$ cat config.mk
export PLATFORM = sky130hd
export DESIGN_NAME = execute_stage
export DESIGN_NICKNAME = d
export VERILOG_FILES = /design/src/rtl/cpu_pkg.sv /design/src/rtl/mul8_seq.sv /design/src/rtl/execute_stage.sv
export SDC_FILE = /design/constraint.sdc
export NUM_CORES = 1
export LEC_CHECK = 0
export BUFFER_PORTS_ARGS = -buffer_cell sky130_fd_sc_hd__buf_4
export CAP_MARGIN = 40
export CORE_UTILIZATION = 52
export CTS_CLUSTER_SIZE = 25
export DETAILED_ROUTE_END_ITERATION = 10
export GPL_ROUTABILITY_DRIVEN = 0
export PLACE_DENSITY = 0.74
export SETUP_SLACK_MARGIN = 0.3
export SYNTH_ARGS = -nofsm -noshare
export SYNTH_HDL_FRONTEND = slang
export SYNTH_SLANG_ARGS = --single-unit
export TNS_END_PERCENT = 30
$ cat constraint.sdc
create_clock -name i_clk -period 2.9 [get_ports i_clk]
set_input_delay 0.29 -clock i_clk [delete_from_list [all_inputs] [get_ports i_clk]]
set_output_delay 0.29 -clock i_clk [all_outputs]
set_load 0.1 [all_outputs]
$ cat src/rtl/cpu_pkg.sv
// ---------------------------------------------------------------------------
// cpu_pkg
// Shared definitions for the 8-bit CPU pipeline: default data/address
// widths, the 4-bit opcode map and the bit positions of the Z/N/C/V flags
// inside the 4-bit flag vector.
// ---------------------------------------------------------------------------
package cpu_pkg;

    localparam int DEFAULT_DATA_W = 8;
    localparam int DEFAULT_ADDR_W = 4;
    localparam int OPC_W          = 4;

    localparam logic [OPC_W-1:0] OP_NOP = 4'h0;
    localparam logic [OPC_W-1:0] OP_ADD = 4'h1;
    localparam logic [OPC_W-1:0] OP_SUB = 4'h2;
    localparam logic [OPC_W-1:0] OP_AND = 4'h3;
    localparam logic [OPC_W-1:0] OP_OR  = 4'h4;
    localparam logic [OPC_W-1:0] OP_XOR = 4'h5;
    localparam logic [OPC_W-1:0] OP_NOT = 4'h6;
    localparam logic [OPC_W-1:0] OP_SHL = 4'h7;
    localparam logic [OPC_W-1:0] OP_SHR = 4'h8;
    localparam logic [OPC_W-1:0] OP_ADC = 4'h9;
    localparam logic [OPC_W-1:0] OP_SBB = 4'hA;
    localparam logic [OPC_W-1:0] OP_MOV = 4'hB;
    localparam logic [OPC_W-1:0] OP_CMP = 4'hC;
    localparam logic [OPC_W-1:0] OP_MUL = 4'hD;
    localparam logic [OPC_W-1:0] OP_INC = 4'hE;
    localparam logic [OPC_W-1:0] OP_DEC = 4'hF;

    // Flag vector layout is {Z,N,C,V}
    localparam int FLAG_Z = 3;
    localparam int FLAG_N = 2;
    localparam int FLAG_C = 1;
    localparam int FLAG_V = 0;

endpackage

$ cat src/rtl/mul8_seq.sv
// ---------------------------------------------------------------------------
// mul8_seq
// Sequential shift-add multiplier. A start pulse loads the operands; each
// following cycle performs one shift-add step. On the final step o_done is
// high and o_product carries the full product that the step is about to
// register, so the caller can capture it on that same edge.
//
// Ports:
//   i_clk      clock, rising edge
//   i_reset    asynchronous active-low reset
//   i_start    load operands and begin (ignored semantics while busy are the
//              caller's responsibility)
//   i_a, i_b   multiplicand / multiplier
//   o_done     high during the cycle whose edge completes the last step
//   o_product  2*DATA_W-bit product, valid while o_done is high
// ---------------------------------------------------------------------------
module mul8_seq
    import cpu_pkg::*;
#(
    parameter int DATA_W = DEFAULT_DATA_W
) (
    input  logic                i_clk,
    input  logic                i_reset,
    input  logic                i_start,
    input  logic [DATA_W-1:0]   i_a,
    input  logic [DATA_W-1:0]   i_b,
    output logic                o_done,
    output logic [2*DATA_W-1:0] o_product
);

    localparam int                CNT_W    = $clog2(DATA_W);
    localparam logic [CNT_W-1:0]  CNT_LAST = CNT_W'(DATA_W - 1);

    logic [2*DATA_W-1:0] mcand_q, mcand_d;
    logic [2*DATA_W-1:0] acc_q,   acc_d;
    logic [DATA_W-1:0]   mplier_q, mplier_d;
    logic [CNT_W-1:0]    cnt_q,   cnt_d;
    logic                busy_q,  busy_d;

    always_comb begin
        mcand_d  = mcand_q;
        acc_d    = acc_q;
        mplier_d = mplier_q;
        cnt_d    = cnt_q;
        busy_d   = busy_q;
        if (i_start) begin
            mcand_d  = {{DATA_W{1'b0}}, i_a};
            mplier_d = i_b;
            acc_d    = '0;
            cnt_d    = '0;
            busy_d   = 1'b1;
        end else if (busy_q) begin
            // Add the shifted multiplicand for each set multiplier bit, LSB first
            acc_d    = acc_q + (mplier_q[0] ? mcand_q : '0);
            mcand_d  = mcand_q << 1;
            mplier_d = mplier_q >> 1;
            cnt_d    = cnt_q + CNT_W'(1);
            if (cnt_q == CNT_LAST) begin
                busy_d = 1'b0;
            end
        end
    end

    always_ff @(posedge i_clk or negedge i_reset) begin
        if (!i_reset) begin
            mcand_q  <= '0;
            acc_q    <= '0;
            mplier_q <= '0;
            cnt_q    <= '0;
            busy_q   <= 1'b0;
        end else begin
            mcand_q  <= mcand_d;
            acc_q    <= acc_d;
            mplier_q <= mplier_d;
            cnt_q    <= cnt_d;
            busy_q   <= busy_d;
        end
    end

    assign o_done    = busy_q && (cnt_q == CNT_LAST);
    assign o_product = acc_d;

endmodule

$ cat src/rtl/execute_stage.sv
// ---------------------------------------------------------------------------
// execute_stage
// Execute stage of the 8-bit CPU pipeline. Computes the ALU result and
// Z/N/C/V flags for the incoming opcode and registers a write-back request
// for the register bank. MUL runs on the sequential multiplier and stalls
// upstream for its duration.
//
// Ports:
//   i_clk, i_reset      clock (rising edge), async active-low reset
//   i_opcode            operation, 0 = NOP/bubble
//   i_destadd           destination register (r0 is never written)
//   i_read_data1/2      operands A / B
//   o_write_en          one-cycle write-back strobe
//   o_write_reg/data    write-back register / data
//   o_flags             registered {Z,N,C,V}
//   o_stall             registered, high while a MUL is in progress
// ---------------------------------------------------------------------------
module execute_stage
    import cpu_pkg::*;
#(
    parameter int DATA_W = DEFAULT_DATA_W,
    parameter int ADDR_W = DEFAULT_ADDR_W
) (
    input  logic              i_clk,
    input  logic              i_reset,
    input  logic [3:0]        i_opcode,
    input  logic [ADDR_W-1:0] i_destadd,
    input  logic [DATA_W-1:0] i_read_data1,
    input  logic [DATA_W-1:0] i_read_data2,
    output logic              o_write_en,
    output logic [ADDR_W-1:0] o_write_reg,
    output logic [DATA_W-1:0] o_write_data,
    output logic [3:0]        o_flags,
    output logic              o_stall
);

    localparam int MSB = DATA_W - 1;

    localparam logic [0:0] ST_IDLE     = 1'b0;
    localparam logic [0:0] ST_MUL_BUSY = 1'b1;

    logic [0:0]        state_q,      state_d;
    logic [ADDR_W-1:0] mul_dest_q,   mul_dest_d;
    logic              write_en_q,   write_en_d;
    logic [ADDR_W-1:0] write_reg_q,  write_reg_d;
    logic [DATA_W-1:0] write_data_q, write_data_d;
    logic [3:0]        flags_q,      flags_d;
    logic              stall_q,      stall_d;

    // ---------------- ALU ----------------
    logic [DATA_W-1:0] a, b;
    logic [DATA_W-1:0] arith_b;
    logic              arith_cin;
    logic [DATA_W:0]   sum, diff;
    logic              add_v, sub_v;
    logic [DATA_W-1:0] alu_res;
    logic              alu_c, alu_v;

    assign a = i_read_data1;
    assign b = i_read_data2;

    // INC/DEC reuse the adder/subtractor with B forced to 1; ADC/SBB feed
    // the currently registered carry in.
    always_comb begin
        arith_b   = ((i_opcode == OP_INC) || (i_opcode == OP_DEC)) ? DATA_W'(1) : b;
        arith_cin = ((i_opcode == OP_ADC) || (i_opcode == OP_SBB)) ? flags_q[FLAG_C] : 1'b0;
    end

    assign sum   = {1'b0, a} + {1'b0, arith_b} + {{DATA_W{1'b0}}, arith_cin};
    // Top bit of the widened difference is the borrow (A < B + cin)
    assign diff  = {1'b0, a} - {1'b0, arith_b} - {{DATA_W{1'b0}}, arith_cin};
    assign add_v = (a[MSB] == arith_b[MSB]) && (sum[MSB]  != a[MSB]);
    assign sub_v = (a[MSB] != arith_b[MSB]) && (diff[MSB] != a[MSB]);

    always_comb begin
        alu_res = '0;
        alu_c   = 1'b0;
        alu_v   = 1'b0;
        case (i_opcode)
            OP_ADD, OP_ADC, OP_INC: begin
                alu_res = sum[MSB:0];
                alu_c   = sum[DATA_W];
                alu_v   = add_v;
            end
            OP_SUB, OP_SBB, OP_CMP, OP_DEC: begin
                alu_res = diff[MSB:0];
                alu_c   = diff[DATA_W];
                alu_v   = sub_v;
            end
            OP_AND: alu_res = a & b;
            OP_OR:  alu_res = a | b;
            OP_XOR: alu_res = a ^ b;
            OP_NOT: alu_res = ~a;
            OP_MOV: alu_res = b;
            OP_SHL: begin
                alu_res = a << 1;
                alu_c   = a[MSB];
            end
            OP_SHR: begin
                alu_res = a >> 1;
                alu_c   = a[0];
            end
            default: begin
                alu_res = '0;
            end
        endcase
    end

    // ---------------- Multiplier ----------------
    logic                mul_start;
    logic                mul_done;
    logic [2*DATA_W-1:0] mul_product;
    logic [DATA_W-1:0]   mul_lo, mul_hi;

    assign mul_start = (state_q == ST_IDLE) && (i_opcode == OP_MUL);
    assign mul_lo    = mul_product[DATA_W-1:0];
    assign mul_hi    = mul_product[2*DATA_W-1:DATA_W];

    mul8_seq #(
        .DATA_W (DATA_W)
    ) u_mul (
        .i_clk     (i_clk),
        .i_reset   (i_reset),
        .i_start   (mul_start),
        .i_a       (a),
        .i_b       (b),
        .o_done    (mul_done),
        .o_product (mul_product)
    );

    // ---------------- FSM / output registers ----------------
    always_comb begin
        state_d      = state_q;
        mul_dest_d   = mul_dest_q;
        write_en_d   = 1'b0;
        write_reg_d  = write_reg_q;
        write_data_d = write_data_q;
        flags_d      = flags_q;
        stall_d      = stall_q;
        case (state_q)
            ST_IDLE: begin
                if (i_opcode == OP_MUL) begin
                    state_d    = ST_MUL_BUSY;
                    mul_dest_d = i_destadd;
                    stall_d    = 1'b1;
                end else if (i_opcode != OP_NOP) begin
                    flags_d[FLAG_Z] = (alu_res == '0);
                    flags_d[FLAG_N] = alu_res[MSB];
                    flags_d[FLAG_C] = alu_c;
                    flags_d[FLAG_V] = alu_v;
                    if (i_opcode != OP_CMP) begin
                        write_reg_d  = i_destadd;
                        write_data_d = alu_res;
                        write_en_d   = (i_destadd != '0);
                    end
                end
            end
            ST_MUL_BUSY: begin
                // Upstream inputs are ignored until the last step completes
                if (mul_done) begin
                    state_d         = ST_IDLE;
                    stall_d         = 1'b0;
                    write_reg_d     = mul_dest_q;
                    write_data_d    = mul_lo;
                    write_en_d      = (mul_dest_q != '0);
                    flags_d[FLAG_Z] = (mul_lo == '0);
                    flags_d[FLAG_N] = mul_lo[MSB];
                    flags_d[FLAG_C] = (mul_hi != '0);
                    flags_d[FLAG_V] = 1'b0;
                end
            end
            default: begin
                state_d = ST_IDLE;
                stall_d = 1'b0;
            end
        endcase
    end

    always_ff @(posedge i_clk or negedge i_reset) begin
        if (!i_reset) begin
            state_q      <= ST_IDLE;
            mul_dest_q   <= '0;
            write_en_q   <= 1'b0;
            write_reg_q  <= '0;
            write_data_q <= '0;
            flags_q      <= '0;
            stall_q      <= 1'b0;
        end else begin
            state_q      <= state_d;
            mul_dest_q   <= mul_dest_d;
            write_en_q   <= write_en_d;
            write_reg_q  <= write_reg_d;
            write_data_q <= write_data_d;
            flags_q      <= flags_d;
            stall_q      <= stall_d;
        end
    end

    assign o_write_en   = write_en_q;
    assign o_write_reg  = write_reg_q;
    assign o_write_data = write_data_q;
    assign o_flags      = flags_q;
    assign o_stall      = stall_q;

endmodule
Word level (Yosys, flattened, before mapping)
Cells that the tools add are included.
Storage, ports and cells
  output and inout bits: 18
  input bits: 26
  register bits after elaboration: 67
Cells by class
  bitwise operators: 5
  add/subtract/negate cells: 6
  muxes and demuxes: 42
  equality and inequality tests: 26
  reductions and logical operators: 19
Operator list (count)
  16-bit 2-to-1 mux: 5
  8-bit case mux with 9 select lines: 1
  8-bit 2-to-1 mux: 7
  4-bit == test, second input constant: 8
  4-bit 2-to-1 mux: 7
  16-bit adder: 1
  4-bit by 3-bit == test with 1-bit output, second input constant: 4
  8-bit logical NOT: 2
  4-bit case mux with 2 select lines: 2
  8-bit case mux with 2 select lines: 1
  1-bit 2-to-1 mux: 12
  4-bit nonzero test: 3
  8-bit by 8-bit adder with 9-bit output: 1
  9-bit by 1-bit adder with 9-bit output: 1
  8-bit by 8-bit subtractor with 9-bit output: 1
  9-bit by 1-bit subtractor with 9-bit output: 1
  8-bit AND: 1
  4-bit by 2-bit == test with 1-bit output, second input constant: 2
  2-bit by 1-bit inequality test with 1-bit output, second input constant: 4
  8-bit NOT: 1
  8-bit bitwise OR: 1
  1-bit case mux with 2 select lines: 4
  8-bit nonzero test: 1
  8-bit bitwise XOR: 1
  18 further kinds: 26

Depth between registers and ports, before layout
  depth in word-level cells: 11
  mapped depth: 17
  mapped depth without buffers: 15

Hierarchy
Synthesis repeated with hierarchy kept, for this count alone.
Second synthesis, totals
  cells, all modules: 661
  area, all modules: 5672.9 um^2
By module, submodules not included
  execute_stage: sequential area each 575.6 um^2, cells an instance 377, times used 1, area each 2972.9 um^2
  mul8_seq: sequential area each 1101.1 um^2, cells an instance 284, times used 1, area each 2700.1 um^2

Worst setup path after synthesis
OpenSTA, ideal clock, no wires.
  kind: input port to flip-flop
  from: input port i_opcode[1]
  to: register flags_q[1], in the netlist o_flags[1]
  arrival time: 3.358 ns
  setup time: 0.137 ns
  slack: -0.595 ns
  cell stages on the path: 16
  cell sequence: buf_6 buf_2 buf_1 nand3_1 and2_1 ha_1 inv_1 ha_1 or3_1 o22ai_1 nor4bb_1 o32ai_1 a211oi_2 o2111ai_1 nor4_2 a221oi_1
Between the ends
  cells in the longest elaborated chain, start to end: 9
  elaborated cells between the ends (all ways): 32
Ends and longest elaborated chain
  start: declaration: RTL line execute_stage.sv:26  | input logic [3:0] i_opcode,
  4-bit == test: RTL line execute_stage.sv:65, execute_stage.sv:79
  1-bit logical OR: RTL line execute_stage.sv:65  | arith_b = ((i_opcode == OP_INC) || (i_opcode == OP_DEC)) ? DATA_W'(1) : b;
  8-bit 2-to-1 mux: RTL line execute_stage.sv:65
  8-bit by 8-bit subtractor with 9-bit output or 8-bit by 8-bit adder with 9-bit output (tied branches): RTL line execute_stage.sv:71, execute_stage.sv:69
  9-bit by 1-bit subtractor with 9-bit output or 9-bit by 1-bit adder with 9-bit output (tied branches): RTL line execute_stage.sv:71, execute_stage.sv:69
  1-bit case mux with 4 select lines: RTL line execute_stage.sv:79  | case (i_opcode)
  4-bit 2-to-1 mux: RTL line execute_stage.sv:146  | end else if (i_opcode != OP_NOP) begin
  4-bit 2-to-1 mux: RTL line execute_stage.sv:142  | if (i_opcode == OP_MUL) begin
  4-bit case mux with 2 select lines: RTL line execute_stage.sv:140  | case (state_q)
  end signal: assignment: RTL line execute_stage.sv:194  | flags_q <= flags_d;
  end: declaration: RTL line execute_stage.sv:47  | logic [3:0] flags_q, flags_d;
Parallel ways exist; a longest one is shown, timed or not. The select of a mux whose other input is x is not followed.
A chain may end at the register's enable or synchronous reset.

Final worst setup path
  from: register flags_q[1], in the netlist o_flags[1]
  to: register flags_q[3], in the netlist o_flags[3]
Between the ends
  cells in the longest elaborated chain, start to end: 7
  elaborated cells between the ends (all ways): 8
Ends and longest elaborated chain
  1-bit 2-to-1 mux *: RTL line execute_stage.sv:66  | arith_cin = ((i_opcode == OP_ADC) || (i_opcode == OP_SBB)) ? flags_q[FLAG_C] : 1'b0;
  9-bit by 1-bit subtractor with 9-bit output or 9-bit by 1-bit adder with 9-bit output (tied branches): RTL line execute_stage.sv:71, execute_stage.sv:69
  8-bit case mux with 9 select lines *: RTL line execute_stage.sv:79
  8-bit logical NOT *: RTL line execute_stage.sv:147  | flags_d[FLAG_Z] = (alu_res == '0);
  4-bit 2-to-1 mux *: RTL line execute_stage.sv:146
  4-bit 2-to-1 mux *: RTL line execute_stage.sv:142
  4-bit case mux with 2 select lines *: RTL line execute_stage.sv:140
Mark *: on every way between the ends. The rest lies on a longest branch, timed or not. The select of a mux whose other input is x is not followed.

==> flow_summary_export.csv <==
group,metric,value,unit
status,status,"finished with violations",
status,violations,"negative setup slack",
power,power_frac_comb,60.0,%
timing,finalWorstSetupSlack,-135,ps
timing,slew_violations,0,
placed_design,place_area,6920,um^2
drt,drt-vias-per-instance,5.99,
timing,finalSetupTns,-176,ps
clocking,cts_sinks,67,
clocking,cts-root-buf,"clkbuf_8",
critical_path,cp_cell_sequence,"nand3_4, inv_2, fa_2, inv_2, ha_4, xnor2_4, a211oi_1, o21bai_1, a211oi_2, nand2b_1, or4_4, nor3_2, a31o_1",
timing,hold-worst-slack,54.6,ps
power,p_int,3.08,mW
critical_path,path_class,"register to register",
placed_design,place_ws,-353,ps
power,p_seq_share,27.2,%
drt,wl_per_cell,17.8,um
grt,antenna_found_initial,0,
final_layout,mostFrequentLayoutCells,"buf_4, nand2_1, dfrtp_1, nor2_1, o21ai_0",
final_layout,top_regs,"u_mul.acc_q x16, u_mul.mcand_q x16",
yosys,syn_avg_cell_area,8.38,um^2
die,dieHeight,107,um
critical_path,path_common_cell,"inv_2",
yosys,ys_ff_latch,67,
clocking,cts_inserted_buffers,9,
drt,drc,0,
die,chipWidth,107,um
grt,grt_pass1_wl,27100,um
timing,worst_slew_pin_slew,853,ps
final_layout,antennaDiodeCount,0,
placed_design,place_hpwl,12800,um
power,ir_worst_vdd,828,uV
grt,first_global_vias,5430,
placed_design,portBuffers,43,
yosys,synthCells,685,
timing,relSlewSlack,43.1,%
die,rows,38,
drt,ant_nets,0,
critical_path,worstPathRequired,3180,ps
grt,grt_use_total,30.3,%
critical_path,cp_slowest_cell,"fa_2",
power,p_switching,2.93,mW
drt,wirelength_met1,7300,um
grt,grt_start_max_net_pins,68,
clocking,cts_tree,"done",
die,num_io_pins,44,
clocking,holdBufCountCts,0,
yosys,ys.flop_type,"dfrtp_1",
drt,dr.pass1.iters,5,
die,core,10800,um^2
critical_path,slowest_delay,550,ps
yosys,synth_edf_count,0,
clocking,cts_max_level,3,
clocking,clk_path_buf_depth,2,
drt,wl_met3,973,um
critical_path,cp-start-kind,"register",
final_layout,design_area,7350,um^2
yosys,ys_async_sr_fraction,100,%
clocking,clk_latency,350,ps
die,start_util,53.2,%
yosys,synth_area,5740,um^2
grt,grt.overflow.total,0,
yosys,ys_warn_count,0,
die,dieArea,11500,um^2
yosys,synth.distinct_cells,72,
power,switching_share,48.8,%
drt,dr.max_layer_used,"met4",
final_layout,final_layout_size_suffix_gt1_share,28.1,%
drt,drt-initial-drc-count,452,
timing,hold_violations,0,
power,p_per_area,818,nW/um^2
timing,setup_viol,2,
final_layout,final_nets,881,
yosys,synth_nets,770,
drt,vias,5637,
final_layout,synthToLayoutAreaGrowth,28.0,%
timing,grt_setup_unrepaired,"yes",
drt,dr_wl_met2,8080,um
critical_path,crit_path_max_fanout,3,
critical_path,end_kind,"register",
run,maxCapViolations,0,
clocking,cts.clk_slew.worst_paths,90,ps
critical_path,cp.arrival,3320,ps
hold_path,hold_class,"primary input to asynchronous set/reset pin",
yosys,ys_seq_area_share,29.2,%
timing,max_freq,0.329,GHz
timing,finalCritPeriodShare,105,%
drt,wirelength,16800,um
final_layout,mostFrequentLayoutCell,"buf_4",
timing,fin_worst_skew,24.1,ps
timing,min_period,3040,ps
power,p_leak,3.41,nW
power,pwr-share-clk,12.8,%
==> cells by family (layout without fill, tap and decap cells) <==
kind of cell / Yosys count / after routing / share of synthesized area (%)
AO/OA/AOI/OAI: 171 / 171 / 20.0
XOR/XNOR: 17 / 17 / 2.59
adder cells (fa/ha/maj): 59 / 59 / 13.5
buffers and inverters: 83 / 199 / 6.19
flip-flops: 67 / 67 / 29.2
multiplexers: 45 / 45 / 7.91
AND/OR/NAND/NOR: 243 / 243 / 20.6
==> Yosys cell counts, drive strengths merged (4+ instances only) <==
library cell	instances	area share [%]
a211oi	8	1.2
a21o	4	0.52
a21oi	24	2.1
a22oi	4	0.52
a311oi	4	0.61
a31oi	10	1.1
and2	25	2.7
buf	17	1.9
clkbuf	17	1.1
dfrtp	67	29
fa	5	1.7
ha	54	12
inv	49	3.2
mux2i	42	7.3
nand2	89	5.8
nand2b	7	0.76
nand3	10	0.87
nor2	51	3.3
nor2b	8	0.87
nor3	21	1.9
nor4	4	0.54
o2111ai	4	0.61
o211ai	9	1.3
o21a	4	0.52
o21ai	53	4.6
o22ai	8	0.87
o31ai	5	0.65
o32ai	5	0.76
or3	5	0.54
xnor2	14	2.1
==> path summary, 6_finish.rpt <==
| kind | startpoint | to | slack, ps | depth (start not counted) |
|---|---|---|---|---|
| worst min register to register | o_write_data[3]$_DFFE_PN0P_ | o_write_data[3]$_DFFE_PN0P_ | 480 | 2 |
| max in group asynchronous | i_reset | o_flags[1]$_DFFE_PN0P_ | 2190 | 1 |
| worst max register to register | o_flags[1]$_DFFE_PN0P_ | o_flags[3]$_DFFE_PN0P_ | -140 | 13 |
| worst min-delay path | i_reset | u_mul.mcand_q[9]$_DFFE_PN0P_ | 50 | 1 |
| worst max-delay path | o_flags[1]$_DFFE_PN0P_ | o_flags[3]$_DFFE_PN0P_ | -140 | 13 |
| min in group i_clk | i_destadd[1] | mul_dest_q[1]$_DFFE_PN0P_ | 170 | 3 |
==> worst max-delay path, delay by kind of cell (launching register included) <==
kind,cells,cell delay (ps)
xor gates and xnor gates,1,130
DFF,1,510
and+or+nand+nor,4,780
AOI/OAI and AO/OA,4,640
adders and majority gates,2,840
buffers and inverters,2,90
==> per-layer routing <==
metal	vias to the layer above	global-route usage [%]
met5	-	0
met4	0	9.98
met3	35	4.01
met2	211	51.0
met1	2733	40.1
li1	2658	-
==> repair_timing <==
item | CTS | global route
resized for setup | 38 | 6
setup endpoints to repair | 11 | 14
setup buffers | 1 | 0
pin swaps | 28 | 5
==> stage by stage <==
step,util [%],power (mW),std cells
floorplan,-,3.95,685
global placement,64.1,4.91,924
detailed placement,64.1,5.02,924
CTS,67.8,5.96,941
global route,68.1,6.38,941
finish,68.1,6.01,941
==> layout make-up <==
| cell class | instances | area, um^2 |
|---|---|---|
| clock buffers | 12 | 135 |
| clock inverters | 4 | 51.3 |
| fillers | 837 | 3440 |
| inverters | 49 | 184 |
| multi-input cells | 535 | 4100 |
| flip-flops and latches | 67 | 1680 |
| well taps | 140 | 175 |
| repair buffers | 134 | 1020 |
==> power by group through the flow <==
stage,combinational [mW],sequential [mW],clock [mW]
6_report,3.61,1.63,0.769
5_1_grt,3.88,1.67,0.822
4_1_cts,3.56,1.63,0.774
3_5_place_dp,3.39,1.63,0
3_3_place_gp,3.30,1.61,0
2_1_floorplan,1.64,2.31,0
(Power assumes the default switching activity.)
